`src/rtl/mac_result_accumulator.sv`:
```
// MAC result accumulator: buffers incoming MAC results in a small FIFO, sums
// them in groups of len words and presents each group sum with a
// valid/ready handshake. Carry-out of any addition in a group is flagged.
module mac_result_accumulator #(
  parameter int unsigned WIDTH     = 16,
  parameter int unsigned ACC_WIDTH = 32,
  parameter int unsigned DEPTH     = 8,
  parameter int unsigned SLACK     = 5
) (
  input  logic                         clk,
  input  logic                         rst,
  input  logic                         clear,
  input  logic [15:0]                  len,
  input  logic [WIDTH-1:0]             in_data,
  input  logic                         in_valid,
  output logic                         almost_full,
  output logic [$clog2(DEPTH+1)-1:0]   fifo_count,
  output logic                         overflow,
  output logic [ACC_WIDTH-1:0]         out_data,
  output logic                         out_ovf,
  output logic                         out_valid,
  input  logic                         out_ready
);

  localparam int unsigned CW  = $clog2(DEPTH + 1);
  localparam int unsigned PW  = (DEPTH > 1) ? $clog2(DEPTH) : 1;
  localparam int unsigned LW  = 16;
  localparam int unsigned SW  = ACC_WIDTH + 1;
  localparam int unsigned AFT = DEPTH - SLACK;

  typedef enum logic {ACCUM, HOLD} state_e;

  state_e               state_q;
  logic [WIDTH-1:0]     mem_q [DEPTH];
  logic [PW-1:0]        wr_ptr_q, rd_ptr_q;
  logic [CW-1:0]        count_q, count_d;
  logic                 almost_full_q;
  logic                 overflow_q;
  logic [ACC_WIDTH-1:0] acc_q;
  logic                 acc_ovf_q;
  logic [LW-1:0]        grp_cnt_q;
  logic [LW-1:0]        len_q;
  logic [ACC_WIDTH-1:0] out_data_q;
  logic                 out_ovf_q;
  logic                 out_valid_q;

  logic                 handshake;
  logic                 pop;
  logic                 full;
  logic                 wr_en;
  logic                 drop;
  logic [WIDTH-1:0]     rd_word;
  logic [LW-1:0]        len_now;
  logic [LW-1:0]        grp_len;
  logic                 grp_last;
  logic [SW-1:0]        sum;

  // Advance a FIFO pointer with wrap-around for any DEPTH.
  function automatic logic [PW-1:0] ptr_inc(input logic [PW-1:0] p);
    return (p == PW'(DEPTH - 1)) ? '0 : p + PW'(1);
  endfunction

  // Datapath decode: pop/write decisions, group boundary and the next sum.
  always_comb begin
    handshake = out_valid_q && out_ready;
    // A handshake in HOLD lets popping resume in the same cycle.
    pop       = ((state_q == ACCUM) || handshake) && (count_q != '0);
    full      = (count_q == CW'(DEPTH));
    wr_en     = in_valid && (!full || pop);
    drop      = in_valid && full && !pop;
    rd_word   = mem_q[rd_ptr_q];
    len_now   = (len == '0) ? LW'(1) : len;
    // len is taken live on the first pop of a group, then held.
    grp_len   = (grp_cnt_q == '0) ? len_now : len_q;
    grp_last  = ((LW + 1)'(grp_cnt_q) + (LW + 1)'(1)) == (LW + 1)'(grp_len);
    sum       = SW'(acc_q) + SW'(rd_word);
    count_d   = count_q + CW'(wr_en) - CW'(pop);
  end

  // FIFO storage; contents need no reset because the pointers are reset.
  always_ff @(posedge clk) begin
    if (wr_en && !clear) begin
      mem_q[wr_ptr_q] <= in_data;
    end
  end

  // Control, accumulator and output registers, including the ACCUM/HOLD FSM.
  always_ff @(posedge clk or posedge rst) begin
    if (rst) begin
      state_q       <= ACCUM;
      wr_ptr_q      <= '0;
      rd_ptr_q      <= '0;
      count_q       <= '0;
      almost_full_q <= 1'b0;
      overflow_q    <= 1'b0;
      acc_q         <= '0;
      acc_ovf_q     <= 1'b0;
      grp_cnt_q     <= '0;
      len_q         <= LW'(1);
      out_data_q    <= '0;
      out_ovf_q     <= 1'b0;
      out_valid_q   <= 1'b0;
    end else if (clear) begin
      state_q       <= ACCUM;
      wr_ptr_q      <= '0;
      rd_ptr_q      <= '0;
      count_q       <= '0;
      almost_full_q <= 1'b0;
      overflow_q    <= 1'b0;
      acc_q         <= '0;
      acc_ovf_q     <= 1'b0;
      grp_cnt_q     <= '0;
      out_valid_q   <= 1'b0;
    end else begin
      count_q       <= count_d;
      almost_full_q <= (count_d >= CW'(AFT));
      if (wr_en) begin
        wr_ptr_q <= ptr_inc(wr_ptr_q);
      end
      if (drop) begin
        overflow_q <= 1'b1;
      end
      if (handshake) begin
        state_q     <= ACCUM;
        out_valid_q <= 1'b0;
      end
      if (pop) begin
        rd_ptr_q <= ptr_inc(rd_ptr_q);
        if (grp_cnt_q == '0) begin
          len_q <= len_now;
        end
        if (grp_last) begin
          out_data_q  <= sum[ACC_WIDTH-1:0];
          out_ovf_q   <= acc_ovf_q | sum[ACC_WIDTH];
          acc_q       <= '0;
          acc_ovf_q   <= 1'b0;
          grp_cnt_q   <= '0;
          state_q     <= HOLD;
          out_valid_q <= 1'b1;
        end else begin
          acc_q     <= sum[ACC_WIDTH-1:0];
          acc_ovf_q <= acc_ovf_q | sum[ACC_WIDTH];
          grp_cnt_q <= grp_cnt_q + LW'(1);
        end
      end
    end
  end

  assign almost_full = almost_full_q;
  assign fifo_count  = count_q;
  assign overflow    = overflow_q;
  assign out_data    = out_data_q;
  assign out_ovf     = out_ovf_q;
  assign out_valid   = out_valid_q;

endmodule

```
`config.mk`:
```
export PLATFORM = sky130hd
export DESIGN_NAME = mac_result_accumulator
export DESIGN_NICKNAME = d
export VERILOG_FILES = /design/src/rtl/mac_result_accumulator.sv
export SDC_FILE = /design/constraint.sdc
export NUM_CORES = 1
export LEC_CHECK = 0
export ABC_CLOCK_PERIOD_IN_PS = 9850
export BUFFER_PORTS_ARGS = -buffer_cell sky130_fd_sc_hd__buf_2
export CORE_ASPECT_RATIO = 1.5
export CORE_MARGIN = 5
export CORE_UTILIZATION = 54
export CTS_BUF_LIST = sky130_fd_sc_hd__clkbuf_8
export CTS_CLUSTER_SIZE = 30
export DETAILED_ROUTE_END_ITERATION = 6
export PLACE_DENSITY = 0.76
export REMOVE_ABC_BUFFERS = 1
export SETUP_SLACK_MARGIN = 0.1
export SYNTH_ARGS = -nofsm -noshare
export SYNTH_HDL_FRONTEND = slang
export SYNTH_SLANG_ARGS = --single-unit
```
`constraint.sdc`:
```
create_clock -name clk -period 9.85 [get_ports clk]
set_input_delay 1.97 -clock clk [delete_from_list [all_inputs] [get_ports clk]]
set_output_delay 1.97 -clock clk [all_outputs]
set_load 0.005 [all_outputs]
```
* Word level (Yosys, flattened, before mapping) *
Memories as Yosys holds them, arrays and structs flattened.
Index checks and enable logic that the tools add are counted.

storage, ports and cells
  bits in registers = 112
  RAM bits = 128
  word-level logic and storage cells = 79
  memories = 1

operators by class
  add/subtract/negate cells = 7
  magnitude comparators = 1
  equal/unequal tests = 4
  muxes and demuxes = 31
  bitwise logic cells = 3
  reductions and logical operators = 19

memories
  memory  depth  bits a word  read ports  clocked after memory_dff  wr ports  RTL line  source
  mem_q   8      16           1           0                         1         34        logic [WIDTH-1:0] mem_q [DEPTH];

operators with widths
  cell                                                                number
  two-way mux 32 bit                                                  3
  two-way mux 16 bit                                                  5
  adder 32 x 16 -> 33 bit                                             1
  zero test 16 bit                                                    2
  two-way mux 3 bit                                                   6
  adder 16 x 1 -> 17 bit (second input constant)                      1
  == test 17 x 16 -> 1 bit                                            1
  adder 16 x 1 -> 16 bit (second input constant)                      1
  two-way mux 1 bit                                                   16
  adder 3 x 1 -> 3 bit (second input constant)                        2
  == test 3 bit (second input constant)                               2
  logical AND 1 bit                                                   6
  nonzero test 2 bit                                                  3
  adder 4 x 1 -> 4 bit                                                1
  == test 4 bit (second input constant)                               1
  greater-or-equal comparator 4 x 2 -> 1 bit (second input constant)  1
  two-way mux 4 bit                                                   1
  nonzero test 4 bit                                                  1
  subtractor 4 x 1 -> 4 bit                                           1
  zero test 1 bit                                                     3
  AND reduction 3 bit                                                 1
  logical OR 1 bit                                                    2
  inverter 1 bit                                                      2
  AND reduction 2 bit                                                 1
  bitwise OR 1 bit                                                    1

* Depth between registers and ports, before layout *
Gate-level depths: netlist (run 1).

  depth after elaboration = 9
  depth in mapped cells = 16

* Least setup slack after synthesis (run 1) *
Ideal clock, no wire load.

  path type = input -> register
  from = input out_ready
  to = memory mem_q[0][0] (enable)
  library setup time = 0.409 ns
  arrival time = 4.105 ns
  required time = 9.441 ns
  slack = 5.336 ns
  cell stages on the path = 7
  cell sequence = nand2_1 -> nand2_1 -> nand2_1 -> clkinv_1 -> o21ai_1 -> or3_1 -> nor3_1

on the way
  longest elaborated chain between the ends = 8

RTL lines
  element                                  RTL line  source
  from (decl)                              22        input logic out_ready
  logical AND 1 bit                        65        handshake = out_valid_q && out_ready;
  logical OR 1 bit                         67        pop = ((state_q == ACCUM) || handshake) && (count_q != '0);
  logical AND 1 bit                        67
  logical OR 1 bit                         69        wr_en = in_valid && (!full || pop);
  logical AND 1 bit                        69
  logical AND 1 bit                        82        if (wr_en && !clear) begin
  two-way mux 1 bit                        82
  two-way mux 1 bit (not written as such)  83        mem_q[wr_ptr_q] <= in_data;
  to (decl)                                34

No other way between the ends.

* Worst setup path in the final report (run 1) *
  from = input len[1]
  to = register out_data_q[29] (netlist: out_data[29])

on the way
  longest elaborated chain between the ends = 5

RTL lines
  element                                   RTL line  source
  from (decl)                               13        input logic [15:0] len,
  zero test 16 bit                          72        len_now = (len == '0) ? LW'(1) : len;
  two-way mux 16 bit (*)                    72
  two-way mux 16 bit (*)                    --
  == test 17 x 16 -> 1 bit (*)              75        grp_last = ((LW + 1)'(grp_cnt_q) + (LW + 1)'(1)) == (LW + 1)'(grp_len);
  AND reduction 3 bit (no source line) (*)  --
  to (signal assigned)                      133       out_data_q <= sum[ACC_WIDTH-1:0];
  to (decl)                                 43        logic [ACC_WIDTH-1:0] out_data_q;

Every way passes the cells marked *; elsewhere a longest branch is shown, timed or not.
A chain may end at the register's enable or synchronous reset.

==> results of run 1 <==
==> layout make-up <==
cell class | instances | share of cell area [%]
flip-flops and latches | 240 | 51.9
well taps | 268 | 2.62
multi-input cells | 557 | 35.7
clock inverters | 29 | 1.44
repair buffers | 82 | 3.32
clock buffers | 40 | 4.29
inverters | 24 | 0.722
==> flip-flops by register name (all words and copies together) (netlist names), 3 cells and up <==
register    flops
wr_ptr_q        3
len_q          16
rd_ptr_q        3
acc_q          32
fifo_count      4
mem_q         128
grp_cnt_q      16
out_data       32
==> metal layers <==
| metal | vias to the layer above | routed length [um] | track usage [%] |
|---|---|---|---|
| met5 | - | 0 | 0 |
| met3 | 38 | 1040 | 3.57 |
| met1 | 3594 | 9230 | 23.4 |
| met4 | 0 | 437 | 6.18 |
| li1 | 3407 | - | - |
| met2 | 166 | 12200 | 34.9 |
==> worst max-delay path, stage by stage <==
cell	delay, ns
buf_2	0.11
nor4_1	0.45
a41oi_1	0.25
a221o_1	0.37
or4_1	0.46
a2111o_1	0.35
buf_4	0.26
nor2_8	0.54
mux2_1	0.39
==> synth_stat cells, types with 3 or more instances <==
cell / n / area share [%]
a211oi_1: 5 / 0.33
a21o_1: 9 / 0.59
a21oi_1: 22 / 0.96
a22o_1: 20 / 1.5
a31oi_1: 14 / 0.76
and3_1: 17 / 0.93
and4_1: 5 / 0.38
buf_1: 4 / 0.13
buf_2: 5 / 0.22
buf_4: 4 / 0.26
buf_6: 4 / 0.39
clkbuf_1: 25 / 0.82
dfrtp_1: 111 / 24
edfxtp_1: 128 / 33
ha_1: 28 / 3.1
inv_1: 23 / 0.75
mux2_1: 32 / 3.1
mux2_2: 31 / 3.0
mux2i_1: 15 / 1.3
mux4_2: 32 / 6.3
nand2_1: 62 / 2.0
nand2b_1: 13 / 0.71
nand3_1: 28 / 1.2
nand3b_1: 5 / 0.33
nand4_1: 11 / 0.60
nor2_1: 44 / 1.4
nor2b_1: 5 / 0.27
nor3_1: 20 / 0.87
nor3b_1: 3 / 0.20
nor4_1: 8 / 0.44
o21ai_0: 25 / 1.1
o21ai_1: 4 / 0.17
o21bai_1: 6 / 0.39
o311ai_1: 6 / 0.46
or3_1: 5 / 0.27
xnor2_1: 35 / 2.7
xor2_1: 17 / 1.3
==> power groups by stage <==
stage          Sequential (mW)  Clock [mW]  Combinational (mW)
6_report                  1.22       0.818                1.17
3_3_place_gp              1.23           0                1.16
3_5_place_dp              1.23           0                1.18
2_1_floorplan             1.26           0               0.868
4_1_cts                   1.22       0.842                1.18
5_1_grt                   1.23       0.886                1.31
==> placed cells by master (no fill, tap or decap), types with 31 or more instances in the layout <==
master / n
mux2_2: 31
dfrtp_1: 110
buf_2: 76
edfxtp_1: 128
mux4_2: 32
xnor2_1: 35
nand2_1: 62
inv_1: 32
clkbuf_8: 40
nor2_1: 36
mux2_1: 32
==> cell families after synthesis <==
kind of cell    after synthesis  share of synthesized area, %
compound gates              128                          7.56
xor+xnor                     52                          3.97
fa+ha+maj                    30                          3.40
buf+inv                      66                          2.60
flops                       240                          57.9
mux                         110                          13.8
simple gates                237                          10.8
==> worst paths after layout <==
check                      slack, ns           end
setup / recovery                5.08  out_data[29]
hold / removal                  0.48  out_data[23]
setup reg to reg                5.18  out_data[29]
hold reg to reg                 0.48  out_data[23]
max in group asynchronous       7.06  out_data[22]
min in group asynchronous       1.48      len_q[5]
==> through the flow <==
step	worst slack (ns)	cells	cell area (um^2)	utilization [%]	power [mW]
3_5_place_dp	4.51	1171	12100	57.6	2.41
4_1_cts	5.05	1240	12800	61.1	3.24
6_report	5.08	1240	12800	61.1	3.20
5_1_grt	4.76	1240	12800	61.1	3.42
3_3_place_gp	4.56	1171	12100	57.6	2.39
2_1_floorplan	4.92	821	11300	-	2.13
==> metrics.md, run 1 <==
| Metric | Value |
|---|---|
| Flop pwr share | 37.9% |
| Initial DRC Count | 594 |
| Pwr/cell area | 250 nW/um^2 |
| Post-synth EDFFs | 128 |
| WL final | 22.9 mm |
| Crit path kind | input port to register |
| Routed wire per std cell | 18.5 um |
| Vias in the first global route | 7573 |
| # hold bufs at CTS | 0 |
| Yosys warning count | 0 |
| DPL Wire Length | 15.1 mm |
| F_max | 210 MHz |
| Clk pwr share | 25.5% |
| Final setup viols | 0 |
| Crit. Startpoint | len[1] |
| Total Routing Usage GR | 19.4% |
| Hold Fails Final Rpt | 0 |
| R2r worst-path depth | 12 |
| Mapped cell area | 11500 um^2 |
| Pleak | 5.30 nW |
| Worst endpoint data arrival time | 5.18 ns |
| Grt total ovfl | 0 |
| Hold Startpoint | out_data[23] |
| Gp weighted congestion | 0.833 |
| Min cycle time layout | 4.77 ns |
| P&R area growth vs syn | 11.6% |
| Fin crit share | 48.4% |
| Switching Power | 1.08 mW |
| Ys flop type | edfxtp_1 |
| ANT cells | 0 |
| Filler cells | 1691 |
| Clock buffer depth | 3 |
| Internal power | 2.12 mW |
| WHS | 0.477 ns |
| Pin count of the biggest net entering global routing | 72 |
| Initial DRT Pass Iterations | 5 |
| Setup TNS | 0 ns |
| Fin nets | 1010 |
| Post-Synthesis Cells | 863 |
| FF+latch area | 6650 um^2 |
| Status | completed |
| First-pass GRT wire length | 38.0 mm |
| Share of layout cells above drive strength 1 | 22.8% |
| I/O Buffers | 76 |
| Die area | 24300 um^2 |
| Clock latency on the worst-skew pair | 0.53 ns |
| IO Count | 77 |
| Die width | 129 um |
| Critical path peak fanout | 37 |
| Combinational power share | 36.5% |
| Reg-to-Reg Start | grp_cnt_q[0] |
| Post-cts gate resize count | 0 |
| RSZ-0062 raised after global routing | false |
| Root Buffer | clkbuf_8 |
| Max-cap violation count | 0 |
| Peak supply drop | 138 uV |
| Initial antenna violation count | 0 |
| Die H | 189 um |
| Total CTS buffers | 38 |
| Worst slew pin tran | 1.12 ns |
| Post-CTS Setup Bufs | 0 |
| CORE AREA | 21000 um^2 |
| Clk slew on worst S/H paths | 0.06 ns |
| Net Sw Frac | 33.8% |
| Cell Rows | 65 |
| Multi-input gate area | 4580 um^2 |
| DRC viols | 0 |
| Post-DRT Antenna Nets | 0 |
| Slew HR | 25.5% |
| Mapped Avg Cell Area | 13.3 um^2 |
| Netlist cell types | 61 |
| Vias | 7205 |
| Initial Util | 54.7% |
| Total clock sinks | 240 |
| Vias per cell | 5.81 |
| Synth async-reset ratio | 46.7% |
| Seq/Total Area, Yosys | 57.9% |
| Critical path startpoint category | input port |
| Setup crit end kind | register |
| CTS HTree Levels | 2 |
| CTS tree | built |
| Worst hold-check path type | register to register |
| Hold path depth | 1 |
| Max-slew violation count | 0 |
| Number of synthesized register bits | 240 |
| Worst Path Required | 10.26 ns |
| Worst Skew | 0.0201 ns |
Power figures use the tool's default switching activity.
==> run 2, diff against run 1 <==
Settings changed: ABC_AREA set to 1, ABC_CLOCK_PERIOD_IN_PS 9850 to 4700.
Clock period 9.85 ns to 4.7 ns, I/O delays scaled along.
==> run 2 against run 1 <==
Effect of this change:
- core utilization hardly changed
- critical path depth rose by 4
- area after synthesis up 7.2%
- sequential share of layout area down 3.2 points
- largest cell class unchanged
- largest power group is now combinational cells
==> metrics.md, run 2 <==
| Metric | Value |
|---|---|
| Status | completed |
| Post-Synthesis Cells | 1424 |
| Gp weighted congestion | 0.958 |
| Mapped Avg Cell Area | 8.65 um^2 |
| Largest cells by area after synthesis | edfxtp_1 (31%), dfrtp_1 (23%), nand2_1 (11%) |
| Most common cell in the synthesized netlist | nand2_1 |
| CORE AREA | 22400 um^2 |
| Crit path buf inv count | 2 |
| R2R Path End | out_data[6] |
| Hold Startpoint | out_data[22] |
| Post-CTS Setup Bufs | 0 |
| Reg-to-Reg Start | grp_cnt_q[0] |
| Net Sw Frac | 41.5% |
| Slew HR | 39.0% |
| Pleak | 6.23 nW |
| Worst hold-check path type | register to register |
| Worst slew pin tran | 0.915 ns |
| Clk slew on worst S/H paths | 0.06 ns |
| Pin count of the biggest net entering global routing | 68 |
| ANT cells | 0 |
| Post-DRT Antenna Nets | 0 |
| Pre-CTS setup slack | 0.944 ns |
| Critical path peak fanout | 25 |
| WL final | 30.4 mm |
| Share of the synthesized area in the top cell type | 31.2% |
| Top reg by flops | mem_q |
| Worst path top cell family by delay | simple AND/OR/NAND/NOR gates |
| Crit-path max cell delay | 0.76 ns |
| Total clock sinks | 240 |
| Post-cts gate resize count | 0 |
| Post-DP Area | 12900 um^2 |
| Synth area leader | edfxtp_1 |
| CP max stage cell | nand4_2 |
| Crit path top cell by count | nand2_1 |
| Setup crit end kind | register |
| Commonest non-fill, non-tap cells in the layout | nand2_1 (371), nor2_1 (203), inv_1 (128), edfxtp_1 (128), dfrtp_1 (110) |
| Worst Path Required | 5.13 ns |
| Internal power | 4.22 mW |
| R2r worst-path depth | 13 |
| Crit-path cells | inv_1 > ha_1 > nand2_1 > nor2_4 > nand2_4 > o21ai_0 > nand2_1 > nand2_1 > inv_1 > nor2_4 > nand4_2 > nand2_1 > nand2_1 |
| Flop pwr share | 35.1% |
| Clk pwr share | 23.7% |
| Crit path kind | register to register |
| Grt total ovfl | 0 |
| Total CTS buffers | 38 |
| Initial DRC Count | 688 |
| Max-cap violation count | 0 |
| Total Routing Usage GR | 23.6% |
| Netlist cell types | 40 |
| Peak supply drop | 358 uV |
| Ys flop type | edfxtp_1 |
| Fin crit share | 80.3% |
| Initial antenna violation count | 0 |
| Seq/Total Area, Yosys | 54.0% |
| Max-slew violation count | 0 |
| CTS HTree Levels | 2 |
| Vias per cell | 5.58 |
| Die area | 26000 um^2 |
| DRC viols | 0 |
| Vias in the first global route | 10090 |
| Combinational power share | 41.2% |
| Die H | 195 um |
| Synth async-reset ratio | 46.7% |
| Switching Power | 2.99 mW |
| Synth cell count leaders | nand2_1 (371), nor2_1 (205), edfxtp_1 (128) |
| First-pass GRT wire length | 49.7 mm |
| F_max | 265 MHz |
| Clock latency on the worst-skew pair | 0.55 ns |
| DP Cell Count | 1743 |
| Initial DRT Pass Iterations | 5 |
| Clock buffer depth | 3 |
| Cell Rows | 67 |
| CTS tree | built |
| Worst endpoint data arrival time | 4.21 ns |
| R2r setup slk | 0.92 ns |
| Pwr/cell area | 527 nW/um^2 |
| Hold path depth | 2 |
| IO Count | 77 |
| Die width | 133 um |
| Min cycle time layout | 3.78 ns |
| Routed wire per std cell | 16.8 um |
| Max FFs per register | 128 |
| DPL Wire Length | 21.0 mm |
| Fin cells | 1813 |
| Hold Path Sink | out_data[22] |
| Number of synthesized register bits | 240 |
| Fin nets | 1574 |
| Root Buffer | clkbuf_8 |
| Final setup viols | 0 |
| Most common cell after layout, fill and taps aside | nand2_1 |
| RSZ-0062 raised after global routing | false |
| Hold Fails Final Rpt | 0 |
| Vias | 10115 |
| Yosys warning count | 0 |
| P&R area growth vs syn | 11.0% |
| Share of layout cells above drive strength 1 | 11.5% |
| Final instance area | 13700 um^2 |
| # hold bufs at CTS | 0 |
| Critical path startpoint category | register |
| Mapped cell area | 12300 um^2 |
| Worst Skew | 0.0289 ns |
| Post-synth EDFFs | 128 |
| Initial Util | 55.0% |
| Setup ws final | 0.924 ns |
| I/O Buffers | 76 |
-- run 2: cell count changes after synthesis, sizes merged, moves of 17 or more --
cell | previous run | this run
a22o | 20 | 0
and3 | 17 | 0
inv | 23 | 119
mux2 | 63 | 0
mux4 | 32 | 0
nand2 | 62 | 374
nand3 | 28 | 83
nand4 | 12 | 33
nor2 | 45 | 219
o21ai | 29 | 135
xnor2 | 35 | 6
-- run 2: routing by layer --
layer | routed length (um) | global-route usage [%] | up-vias
met4 | 1320 | 11.4 | 0
met3 | 1450 | 3.60 | 98
li1 | - | - | 4914
met2 | 15700 | 42.8 | 327
met5 | 0 | 0 | -
met1 | 11900 | 27.1 | 4776
-- run 2: power by group through the flow --
stage,combinational (mW),sequential [mW],clock (mW)
CTS,2.96,2.53,1.74
global placement,2.88,2.56,0
finish,2.97,2.53,1.71
detailed placement,2.94,2.56,0
floorplan,2.05,2.59,0
global route,3.36,2.55,1.83
-- run 2: cells by family (layout without fill, tap and decap cells) --
| family | after synthesis | count (layout) | synth area share [%] |
|---|---|---|---|
| AO/OA/AOI/OAI | 206 | 206 | 8.85 |
| XOR/XNOR | 31 | 31 | 2.20 |
| adder cells (fa/ha/maj) | 30 | 30 | 3.17 |
| buffers and inverters | 173 | 286 | 5.95 |
| flip-flops | 240 | 240 | 54.0 |
| AND/OR/NAND/NOR | 744 | 744 | 25.9 |
-- run 2: final cells by class --
cell class | count | area [um^2]
repair buffers | 95 | 536
inverters | 121 | 457
multi-input cells | 1011 | 4950
clock buffers | 45 | 619
flip-flops and latches | 240 | 6650
fillers | 1920 | 8710
well taps | 276 | 345
clock inverters | 25 | 119
-- run 2: worst max path at each step --
stage	slack (ns)	to	cells past startpoint	start
final	0.92	out_data[6]	13	grp_cnt_q[0]
after global routing	0.57	out_data[2]	13	grp_cnt_q[0]
after CTS	0.92	out_data[6]	13	grp_cnt_q[0]
after detailed placement	0.94	out_data[9]	13	grp_cnt_q[0]
after global placement	1.03	out_ovf	13	grp_cnt_q[0]
after floorplan	-0.29	out_data[14]	8	out_ready
-- run 2: stage by stage --
stage | total power, mW | setup TNS (ns) | hold WS [ns] | utilization, %
after floorplan | 4.64 | -6.80 | 0.453 | -
after CTS | 7.22 | 0 | 0.478 | 61.1
after detailed placement | 5.50 | 0 | 0.460 | 57.8
after global routing | 7.74 | 0 | 0.496 | 61.1
final | 7.21 | 0 | 0.471 | 61.1
after global placement | 5.43 | 0 | 0.459 | 57.8
-- run 2: worst register-to-register path, delay by kind of cell, from the launching register on --
family / cells / cell delay (ns)
DFF: 1 / 0.41
AOI/OAI and AO/OA: 1 / 0.34
and+or+nand+nor: 9 / 2.48
adders and majority gates: 1 / 0.24
buffers and inverters: 2 / 0.21
==> run 3, diff against run 2 <==
Settings changed: ABC_CLOCK_PERIOD_IN_PS 4700 to 3160, PLACE_DENSITY 0.76 to 0.79.
Clock period 4.7 ns to 3.16 ns, I/O delays scaled along.
==> run 3 against run 2 <==
Effect of this change:
- sequential share of layout area shrank 3.0 points
- global-route usage up 0.22 points
- register-to-register slack got worse by 0.72 ns
- total power up 68%
- final cell count rose by 3.0%
- clock power rose by 58%
- count of clock-buffer cells in the layout is 2 lower
- worst hold slack worse by 0.30 ns
- maximum frequency is 28% higher
- largest cell class unchanged
- largest power group unchanged
- highest routed layer unchanged
==> metrics.md, run 3 (synthesized netlist as in run 2, its figures left out) <==
| Metric | Value |
|---|---|
| DRC viols | 0 |
| Most common cell after layout, fill and taps aside | nand2_1 |
| Post-DRT Antenna Nets | 0 |
| Vias in the first global route | 10060 |
| Net Sw Frac | 40.4% |
| Met1 Wirelength | 12.1 mm |
| Clk pwr share | 22.3% |
| Pin count of the biggest net entering global routing | 52 |
| Combinational power share | 46.6% |
| Total power | 12.1 mW |
| Status | completed |
| I/O Buffers | 76 |
| IO Count | 77 |
| Crit path kind | register to register |
| Top reg by flops | mem_q |
| Total Routing Usage GR | 23.8% |
| Die width | 133 um |
| Vias | 10367 |
| Hold Fails Final Rpt | 0 |
| Initial antenna violation count | 0 |
| Peak supply drop | 475 uV |
| Setup crit end kind | register |
| Internal power | 7.22 mW |
| Die H | 195 um |
| Slew HR | 57.1% |
| Vias per cell | 5.55 |
| Multi-input gate area | 5200 um^2 |
| Worst hold-check path type | input port to asynchronous set/reset pin |
| Switching Power | 4.90 mW |
| Clock buffer depth | 3 |
| Max-slew violation count | 0 |
| Worst slew pin tran | 0.643 ns |
| Critical path peak fanout | 25 |
| Min cycle time layout | 2.96 ns |
| Crit path buf inv count | 3 |
| CTS tree | built |
| WHS | 0.173 ns |
| Final instance area | 14600 um^2 |
| CTS HTree Levels | 2 |
| Flop pwr share | 31.1% |
| First-pass GRT wire length | 49.9 mm |
| Fin nets | 1630 |
| Clock latency on the worst-skew pair | 0.56 ns |
| Commonest non-fill, non-tap cells in the layout | nand2_1 (361), nor2_1 (196), edfxtp_1 (128) |
| Total CTS buffers | 37 |
| Pwr/cell area | 832 nW/um^2 |
| Filler cells | 1835 |
| Worst endpoint data arrival time | 3.39 ns |
| Share of layout cells above drive strength 1 | 18.2% |
| Uppermost layer routed | met4 |
| Clk slew on worst S/H paths | 0.07 ns |
| Die area | 26000 um^2 |
| P&R area growth vs syn | 18.2% |
| Post-DP Area | 13400 um^2 |
| Grt total ovfl | 0 |
| DPL Wire Length | 21.7 mm |
| Critical path startpoint category | register |
| Max-cap violation count | 0 |
| FF+latch area | 6650 um^2 |
| WL final | 32.2 mm |
| WL met2 | 16.7 mm |
| Initial DRC Count | 639 |
| CP max stage cell | dfrtp_2 |
| Fin crit share | 93.5% |
| Cell Rows | 67 |
| Routed wire per std cell | 17.2 um |
| Met3 Routed Length | 1.90 mm |
| Pleak | 6.60 nW |
| Total clock sinks | 240 |
| Worst path top cell family by delay | compound AO/OA/AOI/OAI gates |
| Root Buffer | clkbuf_8 |
| Worst Skew | 0.0321 ns |
| Crit-path max cell delay | 0.48 ns |
| F_max | 338 MHz |
| Max FFs per register | 128 |
| Initial DRT Pass Iterations | 5 |
| Crit-path cells | buf_12 > clkbuf_16 > nor2_1 > nor2_1 > o21ai_0 > a31oi_1 > ha_1 > a21o_1 > nor2_1 > nand2_2 > a21oi_2 > buf_4 > nand3b_1 > nand2_1 > nand2_1 > nand2_1 > nand3_1 > o21ai_0 |
| Worst Path Required | 3.59 ns |
| CORE AREA | 22400 um^2 |
| RSZ-0062 raised after global routing | true |
| Final setup viols | 0 |
| Gp weighted congestion | 0.913 |
| Initial Util | 55.0% |
[run 3: cell count changes in the layout (fill, tap and decap cells not counted), moves of 8 or more]
cell	delta
buf_4	+43
o21ai_1	+16
a21oi_1	-12
nand2_1	-10
buf_12	+8
o21ai_0	-20
nand2_2	+10
a21oi_2	+11
[run 3: metrics by stage]
step	std cells	setup slack, ns	utilization, %	TNS (ns)
after floorplan	1372	-1.77	-	-170.25
after global placement	1790	0.0185	59.7	0
after detailed placement	1790	-0.0245	59.7	-0.0421
after CTS	1856	0.0940	63.3	0
after global routing	1866	-0.0460	65.1	-0.0563
final	1867	0.204	65.1	0
[run 3: power groups by stage]
stage               Sequential [mW]  Combinational (mW)  Clock, mW
global route                   3.80                6.23       2.88
global placement               3.80                4.87          0
detailed placement             3.81                4.99          0
CTS                            3.75                5.03       2.76
floorplan                      3.85                3.05          0
finish                         3.77                5.64       2.70
[run 3: timing repair]
item,CTS,global route
setup buffers,0,7
endpoints found under the setup margin,14,52
gates cloned,0,3
resized for setup,4,83
pin swaps,0,16
hold buffers,0,0
[run 3: routing by layer]
metal / vias up / global-route usage (%)
met3: 97 / 4.04
li1: 5032 / -
met5: - / 0
met1: 4891 / 27.3
met2: 347 / 42.5
met4: 0 / 12.4
[run 3: path summary, 6_finish.rpt]
check	depth (start not counted)	from	slack [ns]	end
min in group clk	2	out_ready	0.30	out_valid
worst max-delay path	18	rd_ptr_q[0]	0.20	acc_q[27]
worst min-delay path	2	rst	0.17	overflow
worst min register to register	2	out_data[31]	0.48	out_data[31]
max in group asynchronous	3	rst	2.25	acc_q[5]
worst max register to register	18	rd_ptr_q[0]	0.20	acc_q[27]
[run 3: final cells by class]
class,count,area share [%]
antenna,1,0.0172
clock buffer,43,4.06
clock inverter,23,1.24
inverter,121,3.17
multi-input combinational,1011,35.7
sequential,240,45.7
tap,276,2.37
timing repair buffer,152,7.79
